<file path="src/rtl/binary_fc_argmax.sv">
// Binarized fully-connected classifier with sequential argmax, one neuron per cycle.
// Optional macro BINARY_FC_SCORE_OUT_EN builds the per-neuron score_out registers.
module binary_fc_argmax #(
  parameter int IN_W  = 16,
  parameter int N_OUT = 10,
  parameter int SC_W  = 5,
  parameter int CLS_W = 4
) (
  input  logic                  clk,
  input  logic                  reset,
  input  logic                  start_flag,
  input  logic [IN_W-1:0]       in,
  input  logic [N_OUT*IN_W-1:0] weight_in,
  output logic [CLS_W-1:0]      class_out,
  output logic [SC_W-1:0]       max_score,
  output logic [N_OUT*SC_W-1:0] score_out,
  output logic                  busy,
  output logic                  end_flag,
  output logic [1:0]            state_dbg
);

  typedef enum logic [1:0] {
    S_IDLE   = 2'd0,
    S_RUN    = 2'd1,
    S_FINISH = 2'd2
  } state_t;

  state_t state_q, state_d;

  logic [CLS_W-1:0] idx_q;
  logic [IN_W-1:0]  in_lat;
  logic [SC_W-1:0]  run_max;
  logic [CLS_W-1:0] run_cls;
  logic [IN_W-1:0]  w_cur;
  logic [SC_W-1:0]  s_cur;
  logic             last_neuron;

  function automatic logic [SC_W-1:0] popcount(input logic [IN_W-1:0] v);
    logic [SC_W-1:0] cnt;
    cnt = '0;
    for (int i = 0; i < IN_W; i++) cnt = cnt + SC_W'(v[i]);
    return cnt;
  endfunction

  assign w_cur       = weight_in[idx_q*IN_W +: IN_W];
  assign s_cur       = popcount(~(in_lat ^ w_cur));
  assign last_neuron = (idx_q == CLS_W'(N_OUT-1));
  assign state_dbg   = state_q;

  always_ff @(posedge clk) begin
    if (!reset) state_q <= S_IDLE;
    else        state_q <= state_d;
  end

  always_comb begin
    state_d = state_q;
    case (state_q)
      S_IDLE:   if (start_flag) state_d = S_RUN;
      S_RUN:    if (last_neuron) state_d = S_FINISH;
      S_FINISH: state_d = S_IDLE;
      default:  state_d = S_IDLE;
    endcase
  end

  always_ff @(posedge clk) begin
    if (!reset) begin
      idx_q     <= '0;
      in_lat    <= '0;
      run_max   <= '0;
      run_cls   <= '0;
      class_out <= '0;
      max_score <= '0;
      busy      <= 1'b0;
      end_flag  <= 1'b0;
    end else begin
      end_flag <= 1'b0;
      case (state_q)
        S_IDLE: begin
          if (start_flag) begin
            in_lat  <= in;
            idx_q   <= '0;
            run_max <= '0;
            run_cls <= '0;
            busy    <= 1'b1;
          end
        end
        S_RUN: begin
          // Strict compare keeps the lowest index on ties.
          if (idx_q == '0 || s_cur > run_max) begin
            run_max <= s_cur;
            run_cls <= idx_q;
          end
          idx_q <= idx_q + 1'b1;
        end
        S_FINISH: begin
          class_out <= run_cls;
          max_score <= run_max;
          end_flag  <= 1'b1;
          busy      <= 1'b0;
        end
        default: ;
      endcase
    end
  end

`ifdef BINARY_FC_SCORE_OUT_EN
  logic [N_OUT*SC_W-1:0] score_q;

  always_ff @(posedge clk) begin
    if (!reset)                score_q <= '0;
    else if (state_q == S_RUN) score_q[idx_q*SC_W +: SC_W] <= s_cur;
  end

  assign score_out = score_q;
`else
  assign score_out = '0;
`endif

endmodule

</file>
<file path="config.mk">
export PLATFORM = sky130hd
export DESIGN_NAME = binary_fc_argmax
export DESIGN_NICKNAME = d
export VERILOG_FILES = /design/src/rtl/binary_fc_argmax.sv
export SDC_FILE = /design/constraint.sdc
export NUM_CORES = 1
export LEC_CHECK = 0
export BUFFER_PORTS_ARGS = -buffer_cell sky130_fd_sc_hd__clkbuf_2
export CAP_MARGIN = 20
export CORE_UTILIZATION = 44
export CTS_CLUSTER_DIAMETER = 40
export DETAILED_ROUTE_END_ITERATION = 16
export PLACE_DENSITY = 0.82
export SLEW_MARGIN = 10
export SYNTH_ARGS = -nofsm -noshare
export SYNTH_HDL_FRONTEND = slang
export SYNTH_SLANG_ARGS = --single-unit
</file>
<file path="constraint.sdc">
create_clock -name clk -period 6.7 [get_ports clk]
set_input_delay 0.335 -clock clk [delete_from_list [all_inputs] [get_ports clk]]
set_output_delay 0.335 -clock clk [all_outputs]
set_load 0.01 [all_outputs]
</file>
# Yosys cells after proc, flatten, opt, wreduce, memory -nomap -nowiden
# Index checks and enable logic that the tools add are counted.
[word_totals]
regBits = 42
in_bits = 179
word_cells = 58
[classes]
add_sub_neg = 16
magnitude_cmp = 1
eq_ne = 6
shift = 1
muxes = 13
n_bitwise = 2
n_reduce_logical = 10
[ops]
columns = ["op", "n"]
rows = [
  ["$shiftx A160 B9 Y16", 1],
  ["$add A5 B1 Y5", 11],
  ["$not A16 Y16", 1],
  ["$pmux W4 S2", 2],
  ["$xor A16 B16 Y16", 1],
  ["$mux W5", 2],
  ["$pmux W5 S2", 1],
  ["$mux W4", 2],
  ["$reduce_and A2 Y1", 4],
  ["$ne A2 B2 Y1 const B", 3],
  ["$add A4 B1 Y5", 1],
  ["$gt A5 B5 Y1", 1],
  ["$add A3 B1 Y4", 1],
  ["$add A4 B1 Y4 const B", 1],
  ["$eq A4 B4 Y1 const B", 1],
  ["$logic_not A4 Y1", 1],
  ["$mux W2", 2],
  ["$pmux W2 S2", 1],
  ["$reduce_bool A2 Y1", 2],
  ["$add A2 B1 Y3", 1],
  ["$reduce_and A3 Y1", 1],
  ["$add A1 B1 Y2", 1],
  ["$eq A2 B1 Y1 const B", 1],
  ["$eq A2 B2 Y1 const B", 1],
  ["4 further kinds", 5],
]

# Longest topological paths before layout
[logic_depth]
ltp_word = 22
mapped_depth = 27

# Least setup slack after synthesis
# Ideal clock, no wire load.
[synth_timing]
path_kind = "reg-to-reg"
from = "register idx_q[0]"
to = "register run_cls[0]"
setup_ps = 92
arrival_time_ps = 5502
required_time_ps = 6608
slack_ps = 1106
stages_incl_launch_ff = 25
synth_period_minus_slack_ps = 5594
cell_sequence = "dfxtp_1 > buf_6 > buf_12 > buf_6 > mux2_2 > a221oi_1 > xor2_1 > fa_1 > inv_1 > fa_1 > fa_1 > fa_1 > inv_1 > ha_1 > inv_1 > fa_1 > nor2b_1 > o21a_1 > ha_1 > and4_1 > nand4_1 > o21ai_1 > nand2b_1 > buf_2 > o32ai_1"
[synth_via]
elab_chain_len = 22
elab_cells_between_ends = 25
classes_between = "15 x add/sub; 1 x order compare; 1 x eq/ne; 1 x shift; 2 x mux; 2 x bitwise; 3 x reduce/logical"
[synth_rtl]
columns = ["element", "line_no", "source"]
rows = [
  ["start: declaration", "30", "logic [CLS_W-1:0] idx_q;"],
  ["start signal: assignment", "93", "idx_q <= idx_q + 1'b1;"],
  ["$shiftx A160 B9 Y16", "45", "assign w_cur = weight_in[idx_q*IN_W +: IN_W];"],
  ["$xor A16 B16 Y16", "46", "assign s_cur = popcount(~(in_lat ^ w_cur));"],
  ["$not A16 Y16", "46", ""],
  ["$add A1 B1 Y2", "41", "for (int i = 0; i < IN_W; i++) cnt = cnt + SC_W'(v[i]);"],
  ["$add A2 B1 Y3", "41", ""],
  ["$add A3 B1 Y4", "41", ""],
  ["$add A4 B1 Y5", "41", ""],
  ["$add A5 B1 Y5 (11 in series)", "41", ""],
  ["$gt A5 B5 Y1", "89", "if (idx_q == '0 || s_cur > run_max) begin"],
  ["$logic_or A1 B1 Y1", "89", ""],
  ["$ne A2 B2 Y1 (no source line)", "-", ""],
  ["$reduce_and A3 Y1 (no source line)", "-", ""],
  ["end signal: assignment", "91", "run_cls <= idx_q;"],
  ["end: declaration", "33", "logic [CLS_W-1:0] run_cls;"],
]
# Parallel ways exist; a longest one is shown, timed or not. The select of a mux whose other input is x is not followed.
# A chain may end at the register's enable or synchronous reset.

# Final worst setup path
[layout_timing]
from = "register idx_q[3]"
to = "register run_cls[0]"
[layout_via]
elab_chain_len = 22
elab_cells_between_ends = 23
classes_between = "15 x add/sub; 1 x order compare; 1 x eq/ne; 1 x shift; 2 x bitwise; 3 x reduce/logical"
[layout_rtl]
columns = ["element", "line_no"]
rows = [
  ["$shiftx A160 B9 Y16", "45"],
  ["$xor A16 B16 Y16", "46"],
  ["$not A16 Y16", "46"],
  ["$add A1 B1 Y2", "41"],
  ["$add A2 B1 Y3", "41"],
  ["$add A3 B1 Y4", "41"],
  ["$add A4 B1 Y5", "41"],
  ["$add A5 B1 Y5 (11 in series)", "41"],
  ["$gt A5 B5 Y1", "89"],
  ["$logic_or A1 B1 Y1 *", "89"],
  ["$ne A2 B2 Y1 (no source line) *", "-"],
  ["$reduce_and A3 Y1 (no source line) *", "-"],
]
# Mark *: on every way between the ends. The rest lies on a longest branch, timed or not.

==> reports/results.ini <==
[sta]
setup_violations=0
hold_viol_final=0
tightest_slew_ns=0.728
max_slew_margin_pct=51.4
rsz0062_at_grt=false
skew_ns=0.00994
fin_crit_ns=6.26
finalWorstSetupSlack_ns=0.439
drv_slew=0
fin_hold_ws_ns=0.265
fin_setup_tns_ns=0
finalCritPeriodShare_pct=93.4
fmax_mhz=160

[critical_path]
worstRegToRegCells=22
crit_cells=22
cp_top_family=adder cells
cp-endpoint=run_cls[0]$_SDFFE_PN0P_
reg2reg_to=run_cls[0]$_SDFFE_PN0P_
worstPathArrival_ns=6.47
r2r_slack_ns=0.44
cpMostUsedCell=fa_1
end_kind=flip-flop
cp_max_fo=16
path_class=flip-flop to flip-flop
path_cells=nand3b_2 -> o22ai_1 -> a311oi_1 -> o31ai_1 -> xnor2_1 -> fa_1 -> fa_1 -> inv_1 -> fa_1 -> fa_1 -> inv_1 -> ha_1 -> inv_1 -> fa_1 -> nor2b_1 -> o21a_1 -> ha_1 -> and4_1 -> nand4_1 -> o21ai_1 -> nand2b_1 -> o32ai_1
r2r-start=idx_q[3]$_SDFFE_PN0P_
crit_start=idx_q[3]$_SDFFE_PN0P_
critPathLaunchType=flip-flop
slowest_stage=dfxtp_1
crit_required_ns=6.91
cpPeakStageDelay_ns=0.70
critPathBufInv=3

[floorplanning]
rows=34
die_x_um=96.4
start_util_pct=45.2
die_height_um=96.4
die-area_um2=9300
core_area_um2=8680
io_pins=242

[yosys]
synth_area_um2=3920
synth.top_cells.by_count=nand2_1, buf_4, dfxtp_1, mux2i_1, a21oi_1
synth-edff-count=0
ys_types=47
synth-main-ff-cell=dfxtp_1
synthArstFlopShare_pct=0
synth_top_cell_area_share_pct=21.4
synth_top_area_cell=dfxtp_1
syn_area_per_cell_um2=8.83
yosys_register_bits=42
syn_inst=444
synthTopCellsByArea=dfxtp_1, mux2i_1, buf_4, nand2_1, fa_1
ys_seq_area_share_pct=21.4
yosysWarnings=0
synthMostInstantiatedCell=nand2_1

[clock_tree]
postCtsSetupRepairBufs=0
clk_pin_slew_worst_paths_ns=0.08
clockBufferDepth=2
clkLatencyLatePin_ns=0.30
cts_sinks=42
cts-root-buf=clkbuf_8
cts_tree=built
numCtsBuffers=5
cts_max_level=2

[placed_design]
dp_hpwl_um=9580
gp_congestion=0.893
dpl_worst_slack_ns=0.281
dp.cells=716
io_buffers=191

[route]
drtIter0Drc=129
vias=3711
routed_wl_um=11400
ant_nets=0
drc=0
wl_per_cell_um=15.7
vias_per_cell=5.12
dr.pass1.iters=4

[cells_and_area]
insertedDiodeCount=0
drive_gt1_share_pct=38.6
instances_no_fill=725
nets=818
area_delta_synth_final_pct=23.2

[global_routing]
grt_pass1_vias=3364
grt_pass1_wl_um=16500
grt_use_total_pct=23.6
grt_max_degree=39
antenna_found_initial=0
grt.overflow.total=0

[status]
outcome=finished, final reports clean

[pwr]
p_per_area_nw_per_um2=277
ir_drop_mv=0.301
leakage_nw=2.18

[min_path]
hold_class=input port to flip-flop
whs_path_depth=3
min_from=in[4]

[run]
maxCapViolations=0

## area by class of cell
type / instances / area [um^2]
Clock buffer: 7 / 86.3
Timing Repair Buffer: 197 / 1050
Fill cell: 837 / 3850
Clock inverter: 1 / 5.00
Inverter: 20 / 75.1
Multi-Input combinational cell: 350 / 2640
Tap cell: 108 / 135
Sequential cell: 42 / 846
## placed cells by master (no fill, tap or decap), drive strengths merged, types with 3 or more instances in the layout
| master | count |
|---|---|
| a311oi | 3 |
| o22ai | 18 |
| dfxtp | 42 |
| a21oi | 34 |
| nand2b | 3 |
| o31ai | 3 |
| o21a | 3 |
| mux2i | 42 |
| a221oi | 11 |
| mux4 | 11 |
| clkbuf | 198 |
| o32ai | 7 |
| conb | 50 |
| nand2 | 67 |
| nor2 | 19 |
| inv | 20 |
| mux2 | 11 |
| buf | 6 |
| ha | 13 |
| fa | 10 |
| xnor2 | 13 |
| nor2b | 4 |
| xor2 | 6 |
## repair_timing
action | 4_1_cts | 5_1_grt
resized for setup | 0 | 2
hold buffers | 0 | 0
hold endpoints to repair | 0 | 0
setup endpoints to repair | 0 | 9
## per-stage QoR
| stage | util (%) | area [um^2] | total power, W |
|---|---|---|---|
| after CTS | 55.3 | 4800 | 0.00134 |
| after detailed placement | 54.2 | 4710 | 0.00116 |
| after floorplan | - | 4110 | 0.000955 |
| final | 55.7 | 4830 | 0.00134 |
| after global placement | 54.2 | 4710 | 0.00113 |
| after global routing | 55.7 | 4830 | 0.00147 |
## worst min-delay path by stage
stage                                           end
final                        in_lat[4]$_SDFFE_PN0P_
after global routing         in_lat[8]$_SDFFE_PN0P_
after CTS                    in_lat[8]$_SDFFE_PN0P_
after detailed placement          busy$_SDFFE_PN0P_
after global placement    class_out[1]$_SDFFE_PN0P_
after floorplan           max_score[2]$_SDFFE_PN0P_
## worst register-to-register path, stage by stage, from the launching register on
cell and delay (ns):
dfxtp_1 0.70, nand3b_2 0.45, o22ai_1 0.13, a311oi_1 0.28, o31ai_1 0.16, xnor2_1 0.24, fa_1 0.49, fa_1 0.51
inv_1 0.05, fa_1 0.47, fa_1 0.49, inv_1 0.07, ha_1 0.15, inv_1 0.05, fa_1 0.40, nor2b_1 0.13
o21a_1 0.15, ha_1 0.26, and4_1 0.21, nand4_1 0.08, o21ai_1 0.09, nand2b_1 0.30, o32ai_1 0.30
## kinds of logic after synthesis
family	share of synthesized area, %
AO/OA/AOI/OAI	16.5
XOR/XNOR	4.24
adder cells (fa/ha/maj)	9.25
buffers and inverters	16.1
flip-flops	21.4
multiplexers	20.6
other	0.0956
AND/OR/NAND/NOR	11.8
## flip-flops by register name, summed over array words and instances (netlist names)
register,count
class_out,4
max_score,5
end_flag,1
idx_q,4
state_dbg,2
in_lat,16
run_cls,4
run_max,5
busy,1
## routing by layer
layer | up-vias | global-route usage (%) | share of wire (%)
li1 | 1812 | - | -
met1 | 1725 | 30.7 | 43
met2 | 154 | 40.1 | 49
met3 | 20 | 3.68 | 5.7
met4 | 0 | 7.48 | 2.0
met5 | - | 0 | 0
## power by group
group / switching (W) / internal (W)
registers: 0.0000172 / 0.000267
logic: 0.000473 / 0.000415
clock network: 0.0000836 / 0.0000831
total: 0.000574 / 0.000765
Note: power is estimated with default switching activity, not from simulation.
